$ cat config.mk
export PLATFORM = sky130hd
export DESIGN_NAME = mem_access_unit
export DESIGN_NICKNAME = d
export VERILOG_FILES = /design/src/rtl/mem_access_unit.sv
export SDC_FILE = /design/constraint.sdc
export NUM_CORES = 1
export LEC_CHECK = 0
export BUFFER_PORTS_ARGS = -buffer_cell sky130_fd_sc_hd__buf_2
export CORE_UTILIZATION = 60
export CTS_CLUSTER_SIZE = 14
export DETAILED_ROUTE_END_ITERATION = 12
export GPL_ROUTABILITY_DRIVEN = 0
export GPL_TIMING_DRIVEN = 1
export PLACE_DENSITY = 0.89
export SLEW_MARGIN = 20
export SYNTH_ARGS = -nofsm -noshare
export SYNTH_HDL_FRONTEND = slang
export SYNTH_SLANG_ARGS = --single-unit
$ cat constraint.sdc
create_clock -name clk -period 7.6 [get_ports clk]
set_clock_uncertainty 0.15 [all_clocks]
set_input_delay 0.38 -clock clk [delete_from_list [all_inputs] [get_ports clk]]
set_output_delay 0.38 -clock clk [all_outputs]
set_load 0.01 [all_outputs]
$ cat src/rtl/mem_access_unit.sv
// mem_access_unit: load/store access unit between the MEM stage and the
// data-memory bus. Places store data on byte lanes with byte enables,
// sign/zero-extends load data, and optionally splits misaligned accesses
// into two aligned bus beats whose read data is merged.
//
// Ports:
//   clk, rst_n                 clock (rising edge), async active-low reset
//   req_valid/req_ready        request handshake (accept = valid && ready)
//   req_addr/write/size/unsigned/wdata   request fields, wdata right-justified
//   resp_valid/rdata/err       one-cycle completion pulse with result
//   bus_valid/ack              bus beat handshake, bus_rdata valid with ack
//   bus_addr/we/be/wdata       lane-aligned beat address, write, enables, data
//   bus_rdata                  beat read data
module mem_access_unit #(
  parameter int DATA_W         = 32,
  parameter int ADDR_W         = 32,
  parameter int ALLOW_MISALIGN = 1
) (
  input  logic              clk,
  input  logic              rst_n,
  input  logic              req_valid,
  output logic              req_ready,
  input  logic [ADDR_W-1:0] req_addr,
  input  logic              req_write,
  input  logic [1:0]        req_size,
  input  logic              req_unsigned,
  input  logic [DATA_W-1:0] req_wdata,
  output logic              resp_valid,
  output logic [DATA_W-1:0] resp_rdata,
  output logic              resp_err,
  output logic              bus_valid,
  input  logic              bus_ack,
  output logic [ADDR_W-1:0] bus_addr,
  output logic              bus_we,
  output logic [DATA_W/8-1:0] bus_be,
  output logic [DATA_W-1:0] bus_wdata,
  input  logic [DATA_W-1:0] bus_rdata
);

  localparam int NB    = DATA_W / 8;
  localparam int OFF_W = $clog2(NB);

  typedef enum logic [1:0] {S_IDLE, S_BEAT0, S_BEAT1, S_RESP} state_t;

  state_t              r_state;
  logic [3:0]          r_alo;
  logic [1:0]          r_size;
  logic                r_uns;
  logic                r_write;
  logic [DATA_W-1:0]   r_wdata;
  logic [DATA_W-1:0]   r_buf0;
  logic [DATA_W-1:0]   r_buf1;

  // Request fields come straight from the inputs while idle so the first
  // beat can be launched on the accept edge; afterwards from the captures.
  logic                w_idle;
  logic [3:0]          w_alo;
  logic [1:0]          w_size;
  logic [DATA_W-1:0]   w_wdata;
  logic [3:0]          w_nbytes;
  logic [OFF_W-1:0]    w_off;
  logic                w_split;
  logic                w_misal;
  logic                w_legal;
  logic                w_bad;
  logic [2*DATA_W-1:0] w_dl;
  logic [2*DATA_W-1:0] w_pl;
  logic [2*NB-1:0]     w_m0;
  logic [2*NB-1:0]     w_m;
  logic [2*DATA_W-1:0] w_cat;
  logic [DATA_W-1:0]   w_sh;
  logic                w_sign;
  logic [7:0]          w_fill;
  logic [DATA_W-1:0]   w_ext;

  assign w_idle   = (r_state == S_IDLE);
  assign w_alo    = w_idle ? req_addr[3:0] : r_alo;
  assign w_size   = w_idle ? req_size      : r_size;
  assign w_wdata  = w_idle ? req_wdata     : r_wdata;
  assign w_nbytes = 4'd1 << w_size;
  assign w_off    = w_alo[OFF_W-1:0];
  assign w_split  = (5'(w_off) + 5'(w_nbytes)) > 5'(NB);
  assign w_misal  = (w_alo & (w_nbytes - 4'd1)) != 4'd0;
  assign w_legal  = (w_size != 2'd3) || (DATA_W == 64);
  assign w_bad    = !w_legal || (w_misal && (ALLOW_MISALIGN == 0));

  // Store placement and byte-enable mask across a two-beat window.
  always_comb begin
    w_dl = '0;
    w_m0 = '0;
    for (int unsigned b = 0; b < NB; b++) begin
      if (b < 32'(w_nbytes)) begin
        w_dl[b*8 +: 8] = w_wdata[b*8 +: 8];
        w_m0[b]        = 1'b1;
      end
    end
    w_pl = w_dl << {w_off, 3'b000};
    w_m  = w_m0 << w_off;
  end

  // Load merge: r_buf1 is cleared on accept, so in BEAT0 the upper half is 0.
  assign w_cat = (r_state == S_BEAT1) ? {bus_rdata, r_buf0} : {r_buf1, bus_rdata};
  assign w_sh  = DATA_W'(w_cat >> {w_off, 3'b000});

  always_comb begin
    w_sign = 1'b0;
    for (int unsigned b = 0; b < NB; b++) begin
      if (b == 32'(w_nbytes) - 32'd1) w_sign = w_sh[b*8+7];
    end
    w_fill = (w_sign && !r_uns) ? 8'hFF : 8'h00;
    w_ext  = '0;
    for (int unsigned b = 0; b < NB; b++) begin
      w_ext[b*8 +: 8] = (b < 32'(w_nbytes)) ? w_sh[b*8 +: 8] : w_fill;
    end
  end

  always_ff @(posedge clk or negedge rst_n) begin
    if (!rst_n) begin
      r_state    <= S_IDLE;
      r_alo      <= '0;
      r_size     <= '0;
      r_uns      <= 1'b0;
      r_write    <= 1'b0;
      r_wdata    <= '0;
      r_buf0     <= '0;
      r_buf1     <= '0;
      req_ready  <= 1'b1;
      resp_valid <= 1'b0;
      resp_rdata <= '0;
      resp_err   <= 1'b0;
      bus_valid  <= 1'b0;
      bus_addr   <= '0;
      bus_we     <= 1'b0;
      bus_be     <= '0;
      bus_wdata  <= '0;
    end else begin
      case (r_state)
        S_IDLE: begin
          if (req_valid && req_ready) begin
            r_alo     <= req_addr[3:0];
            r_size    <= req_size;
            r_uns     <= req_unsigned;
            r_write   <= req_write;
            r_wdata   <= req_wdata;
            r_buf0    <= '0;
            r_buf1    <= '0;
            req_ready <= 1'b0;
            if (w_bad) begin
              r_state  <= S_RESP;
              resp_err <= 1'b1;
            end else begin
              r_state   <= S_BEAT0;
              bus_valid <= 1'b1;
              bus_we    <= req_write;
              bus_addr  <= {req_addr[ADDR_W-1:OFF_W], {OFF_W{1'b0}}};
              bus_be    <= w_m[NB-1:0];
              bus_wdata <= req_write ? w_pl[DATA_W-1:0] : '0;
            end
          end
        end
        S_BEAT0: begin
          if (bus_ack) begin
            r_buf0 <= bus_rdata;
            if (w_split) begin
              r_state   <= S_BEAT1;
              bus_addr  <= bus_addr + ADDR_W'(NB);
              bus_be    <= w_m[2*NB-1:NB];
              bus_wdata <= r_write ? w_pl[2*DATA_W-1:DATA_W] : '0;
            end else begin
              r_state    <= S_RESP;
              bus_valid  <= 1'b0;
              bus_we     <= 1'b0;
              bus_be     <= '0;
              bus_wdata  <= '0;
              resp_valid <= 1'b1;
              resp_rdata <= r_write ? '0 : w_ext;
            end
          end
        end
        S_BEAT1: begin
          if (bus_ack) begin
            r_buf1     <= bus_rdata;
            r_state    <= S_RESP;
            bus_valid  <= 1'b0;
            bus_we     <= 1'b0;
            bus_be     <= '0;
            bus_wdata  <= '0;
            resp_valid <= 1'b1;
            resp_rdata <= r_write ? '0 : w_ext;
          end
        end
        S_RESP: begin
          // Beat paths arrive with the pulse already raised; the error path
          // arrives without it and raises it here, matching the beat latency.
          if (resp_valid) begin
            resp_valid <= 1'b0;
            resp_err   <= 1'b0;
            resp_rdata <= '0;
            req_ready  <= 1'b1;
            r_state    <= S_IDLE;
          end else begin
            resp_valid <= 1'b1;
          end
        end
        default: r_state <= S_IDLE;
      endcase
    end
  end

endmodule
==> results of run 1 <==
[critical path: cells and delay by family, from the launching register on]
family                   cells  cell delay [ns]
flip-flops                   1             0.44
adder cells (fa/ha/maj)      2             1.27
AND/OR/NAND/NOR              3             1.45
buffers and inverters        2             0.39
AO/OA/AOI/OAI                2             0.62
multiplexers                 1             0.86
[cell usage in the layout (no fill, tap or decap), types with 5 or more instances in the layout]
master,instances
a2bb2oi_1,9
or4_1,9
mux2_2,53
a221o_1,9
a21oi_1,31
nor3_1,32
nand4_1,10
a221oi_1,8
a211o_1,17
buf_4,11
a22o_1,45
or3_1,6
o22ai_1,7
inv_1,7
nand2b_1,7
nand3_1,27
a22oi_1,8
nor2_1,26
mux4_2,42
a32oi_1,6
a32o_1,7
dfrtp_1,198
nand2_1,163
clkbuf_16,17
nor4_1,8
and4_1,5
mux2i_1,56
a222oi_1,14
o21ai_1,9
and3_1,12
o21ai_0,79
buf_2,205
[cell families after synthesis]
group | after synthesis
other | 1
buffers and inverters | 99
multiplexers | 153
adder cells (fa/ha/maj) | 7
AND/OR/NAND/NOR | 333
AO/OA/AOI/OAI | 291
flip-flops | 199
[layout make-up]
| type | instances | share of cell area (%) |
|---|---|---|
| well taps | 234 | 2.24 |
| multi-input cells | 786 | 46.1 |
| clock buffers | 18 | 3.28 |
| diodes | 4 | 0.0765 |
| inverters | 10 | 0.306 |
| flip-flops and latches | 199 | 38.1 |
| repair buffers | 219 | 8.86 |
| clock inverters | 13 | 1.13 |
[power breakdown]
| group | switching, mW | internal (mW) |
|---|---|---|
| Clock | 0.426 | 0.488 |
| Combinational | 2.16 | 1.44 |
| Sequential | 0.397 | 1.52 |
| Total | 2.99 | 3.46 |
[how the worst max path moves through the flow]
stage	startpoint	to	cells after the start	slack (ns)
2_1_floorplan	r_state[0]	resp_rdata[14]	18	3.54
3_3_place_gp	r_state[0]	bus_addr[19]	10	2.68
3_5_place_dp	r_state[0]	bus_wdata[21]	10	2.55
4_1_cts	r_state[0]	bus_wdata[17]	10	2.45
5_1_grt	r_state[0]	bus_wdata[21]	10	2.14
6_report	r_state[0]	bus_wdata[17]	10	2.32
[registers in the layout (all words and copies together), names as in the netlist, 4 cells and up]
| signal | count |
|---|---|
| r_wdata | 32 |
| r_buf0 | 32 |
| bus_be | 4 |
| resp_rdata | 32 |
| bus_wdata | 32 |
| r_buf1 | 24 |
| bus_addr | 30 |
[layer usage]
layer	vias to the layer above	share of wire, %	global-route usage (%)
met5	-	0	0
met4	0	3.4	13.7
met3	110	11	8.22
met2	759	46	52.1
met1	4992	39	48.6
li1	4446	-	-
[through the flow]
step / area (um2) / instances
4_1_cts: 13000 / 1477
3_5_place_dp: 12400 / 1446
5_1_grt: 13100 / 1482
6_report: 13100 / 1483
3_3_place_gp: 12400 / 1446
2_1_floorplan: 11400 / 1084
==> summary.md, run 1 <==
| Metric | Value |
|---|---|
| Die height | `140 um` |
| Synth top area share | `43.5%` |
| H-tree depth | `4` |
| Pin count of the biggest net entering global routing | `128` |
| Setup TNS | `0 ns` |
| Residual DRC count | `0` |
| WS Path Type | `reg -> reg` |
| Sink Count | `199` |
| Final Max Slew Viols | `0` |
| Most common cell in the netlist | `dfrtp_1` |
| Hold Violations, Final | `0` |
| Unrepaired setup endpoints after global routing | `false` |
| Synth Instances | `1083` |
| Compound-Gate Fraction of Synth Area | `18.5%` |
| Worst EP arrival | `5.51 ns` |
| Global route total overflow | `0` |
| Via density per instance | `6.95` |
| Layout cells sized above 1 | `29.8%` |
| Worst hold start | `req_addr[9]` |
| Post-CTS Resized | `0` |
| Final worst-path setup slack | `2.32 ns` |
| Peak supply drop | `0.000356 V` |
| Post-synthesis mux area share | `18.9%` |
| Fmax | `189 MHz` |
| Syn. warnings | `0` |
| Hold Path Depth | `3` |
| Worst path required time | `7.83 ns` |
| CP max FO | `31` |
| FP Rows | `50` |
| CTS Buffer Depth | `2` |
| Slowest library cell on the worst path | `mux2_2` |
| Reg2reg start | `r_state[0]` |
| Core ar. | `18600 um2` |
| Largest family of logic cells by synthesized area | `multiplexers` |
| Area of the multi-input gates | `6030 um2` |
| Postcts setup bufs | `0` |
| Synth Area in Simple Gates | `14.2%` |
| FF/Latch Area | `4980 um2` |
| Wire per inst | `22.7 um` |
| Synthesized area per cell | `10.5 um2` |
| Antenna viol nets, final | `0` |
| Tot Pwr | `6.44 mW` |
| CTS tree | `built` |
| Hold Slack | `0.0104 ns` |
| Final layout net count | `1344` |
| FILL cells | `1305` |
| Number of buffers created by CTS | `17` |
| Slew HR | `29.0%` |
| IO Pins | `209` |
| TritonRoute pass-1 iters | `7` |
| GR Util All Layers | `34.6%` |
| RR Endpoint | `bus_wdata[17]` |
| Hold WC Path Type | `in -> reg` |
| Post-synth EDFFs | `0` |
| LEAKAGE | `5.97 nW` |
| Starting DRT DRC Count | `1520` |
| Synth Area in Adders | `0.835%` |
| Chip Width | `140 um` |
| Max Cap Violations | `0` |
| Worst Setup End Kind | `flop` |
| Sequential element share of the synthesized area | `43.7%` |
| Setup violators final | `0` |
| Clock transition at the registers of the reported paths | `0.07 ns` |
| Fin util | `70.2%` |
| Post-synth top area cell | `dfrtp_1` |
| Pre-CTS WS | `2.55 ns` |
| Final WL | `33600 um` |
| Min Tclk post-route | `5.28 ns` |
| Slowest Stage Delay on Critical Path | `0.86 ns` |
| Port bufs | `206` |
| R2R depth | `10` |
| Worst-Margin Slew | `1.06 ns` |
| Cts hold-fix bufs | `0` |
| Crit path launch type | `flop` |
| Fraction of registers with async set/reset | `100%` |
| Hold Crit Endpoint | `bus_addr[9]` |
| Dpl hpwl | `22800 um` |
| Routed via count | `10300` |
| Pwr Density | `492 nW/um2` |
| FF-to-FF setup slack | `2.32 ns` |
| Worst-Skew Late Latency | `0.45 ns` |
| Die area | `19500 um2` |
| Period Utilization, post-route | `69.5%` |
| Clock Tree Root | `clkbuf_16` |
| Main flop type after synthesis | `dfrtp_1` |
| Initial core utilization | `61.1%` |
| Synth Register Bits | `199` |
| Number of global-route vias before repair | `9608` |
| Cell variety after synth | `76` |
| First-pass GRT wire length | `52700 um` |
| Largest cells by area after synthesis | `dfrtp_1 (43%), mux4_2 (8.3%), nand2_1 (5.4%)` |
| Run status | `complete, no violations` |
| Antenna violations before repair | `4` |
| CP cell instances | `inv_1 -> ha_2 -> mux2_2 -> clkinv_1 -> fa_1 -> nor2b_1 -> o21ai_1 -> nand4b_1 -> nor2_1 -> a211o_1` |
| Mapped cell area | `11400 um2` |
| Post-Synth XOR/XNOR Area | `0%` |
| Area growth syn-to-layout | `14.9%` |
| Post-synth top cells | `dfrtp_1 (198), nand2_1 (163), o21ai_0 (79)` |
No activity file was read; power rests on OpenSTA's default activity.
==> run 2: changes to the inputs <==
Settings changed: CORE_UTILIZATION 60 to 57, PLACE_DENSITY 0.89 to 0.85.
Clock period 7.6 ns to 5.2 ns, I/O delays scaled along.
==> summary.md, run 2 (synthesized netlist as in run 1, its figures left out) <==
| Metric | Value |
|---|---|
| Worst-Skew Late Latency | `0.45 ns` |
| CTS tree | `built` |
| Slew HR | `21.4%` |
| Peak supply drop | `0.000418 V` |
| Commonest non-fill, non-tap cell in the layout | `buf_2` |
| Hold WC Path Type | `in -> reg` |
| Wire per inst | `21.8 um` |
| Via density per instance | `6.61` |
| Critical path's most frequent cell | `inv_1` |
| Die area | `20600 um2` |
| Dpl hpwl | `23000 um` |
| Power share of the combinational group | `56.3%` |
| Clock Tree Root | `clkbuf_16` |
| Setup TNS | `0 ns` |
| Initial core utilization | `58.3%` |
| Sink Count | `199` |
| Tot Pwr | `9.56 mW` |
| Final worst-path setup slack | `0.283 ns` |
| Area growth syn-to-layout | `24.0%` |
| Starting DRT DRC Count | `1204` |
| Fmax | `203 MHz` |
| Chip Width | `143 um` |
| Antenna viol nets, final | `0` |
| Global route total overflow | `0` |
| Postcts setup bufs | `0` |
| Slowest library cell on the worst path | `a211oi_2` |
| WP buf/inv | `3` |
| Hold Path Depth | `4` |
| Largest delay share family, worst path | `compound AO/OA/AOI/OAI gates` |
| Layout cells sized above 1 | `28.0%` |
| CP cell instances | `inv_1 -> ha_2 -> nor3b_2 -> nor2_1 -> inv_2 -> ha_1 -> inv_1 -> fa_1 -> nand2b_1 -> a21o_1 -> a211oi_2 -> o21ai_0 -> o2111ai_1` |
| Sw Ratio | `47.0%` |
| WS Path Type | `reg -> reg` |
| Crit path launch type | `flop` |
| Period Utilization, post-route | `94.6%` |
| FILL cells | `1368` |
| First-pass GRT wire length | `55100 um` |
| Worst-Margin Slew | `1.18 ns` |
| CP max FO | `17` |
| FF-to-FF setup slack | `0.28 ns` |
| Run status | `complete, no violations` |
| Number of global-route vias before repair | `10300` |
| Hold Crit Endpoint | `req_ready` |
| Unrepaired setup endpoints after global routing | `false` |
| Final layout net count | `1442` |
| Min Tclk post-route | `4.92 ns` |
| Pint | `5.07 mW` |
| Clock transition at the registers of the reported paths | `0.08 ns` |
| Residual DRC count | `0` |
| Worst path required time | `5.39 ns` |
| Port bufs | `206` |
| Reg2reg start | `r_state[0]` |
| Core ar. | `19500 um2` |
| Final WL | `35100 um` |
| LEAKAGE | `6.41 nW` |
| H-tree depth | `4` |
| Setup violators final | `0` |
| Max Cap Violations | `0` |
| Worst Setup End Kind | `flop` |
| Number of buffers created by CTS | `17` |
| R2R depth | `13` |
| Final Max Slew Viols | `0` |
| Most frequent cells in the layout | `buf_2 (205), dfrtp_1 (198), nand2_1 (163)` |
| Hold Violations, Final | `0` |
| FP Rows | `51` |
| Die height | `143 um` |
| Antenna violations before repair | `1` |
| IO Pins | `209` |
| Pwr Density | `677 nW/um2` |
| Worst hold start | `req_valid` |
| Clock power frac | `14.3%` |
| TritonRoute pass-1 iters | `6` |
| CTS Buffer Depth | `2` |
| P_sw | `4.50 mW` |
| Routed via count | `10700` |
| Reg power frac | `29.4%` |
| Worst EP arrival | `5.11 ns` |
| Pin count of the biggest net entering global routing | `91` |
| RR Endpoint | `resp_rdata[31]` |
| Pre-CTS WS | `0.386 ns` |
| Slowest Stage Delay on Critical Path | `1.00 ns` |
| GR Util All Layers | `34.9%` |
## run 2: cell types whose count changed in the layout (fill, tap and decap cells not counted), sizes merged
cell and change:
dlygate4sd3 +95, inv +5, clkinvlp -4, buf +3, clkinv +3, bufinv -2, diode -2, clkbuf -1
## run 2: cell type report
| type | instances | area, um2 | area share (%) |
|---|---|---|---|
| Multi-Input combinational cell | 786 | 6020 | 42.7 |
| Sequential cell | 199 | 4980 | 35.3 |
| Timing Repair Buffer | 317 | 2130 | 15.1 |
| Clock buffer | 17 | 425 | 3.01 |
| Tap cell | 265 | 332 | 2.35 |
| Clock inverter | 15 | 191 | 1.36 |
| Inverter | 10 | 40.0 | 0.283 |
| Antenna cell | 2 | 5.00 | 0.0354 |
## run 2: worst max-delay path by stage
stage                     slack, ns        from              to  depth (start not counted)
after floorplan                1.14  r_state[0]  resp_rdata[14]                         18
after global placement         0.57  r_state[0]    bus_addr[19]                         13
after detailed placement       0.39  r_state[0]    bus_addr[19]                         13
after CTS                      0.34  r_state[0]  resp_rdata[31]                         13
after global routing          0.008  r_state[0]     bus_addr[8]                         13
final                          0.28  r_state[0]  resp_rdata[31]                         13
## run 2: repair_timing
item	in CTS	in global routing
hold buffers	96	0
gates resized for setup	0	1
endpoints found under the setup margin	0	8
hold endpoints to repair	203	0
## run 2: power by group through the flow
stage	registers [mW]	clock network, mW	logic [mW]
after floorplan	2.79	0	3.64
after global placement	2.76	0	4.99
after detailed placement	2.80	0	5.16
after CTS	2.77	1.37	5.25
after global routing	2.87	1.44	5.78
final	2.81	1.37	5.39
## run 2: per-stage QoR
stage	util (%)	area [um2]	hold WS, ns	cells
after global placement	64.2	12500	0.225	1481
after detailed placement	64.2	12500	0.214	1481
after CTS	72.3	14100	0.000267	1609
after floorplan	-	11400	-0.186	1084
final	72.3	14100	0.00862	1611
after global routing	72.3	14100	0.0252	1609
## run 2: routing by layer
metal / global-route usage [%] / share of wire [%]
met5: 0 / 0
met4: 15.6 / 3.6
met3: 9.00 / 11
met2: 53.5 / 46
met1: 46.8 / 39
## run 2: worst register-to-register path, stage by stage, from the launching register on
cell	delay [ns]
dfrtp_1	0.45
inv_1	0.12
ha_2	0.52
nor3b_2	0.53
nor2_1	0.20
inv_2	0.19
ha_1	0.17
inv_1	0.05
fa_1	0.49
nand2b_1	0.13
a21o_1	0.28
a211oi_2	1.00
o21ai_0	0.31
o2111ai_1	0.24
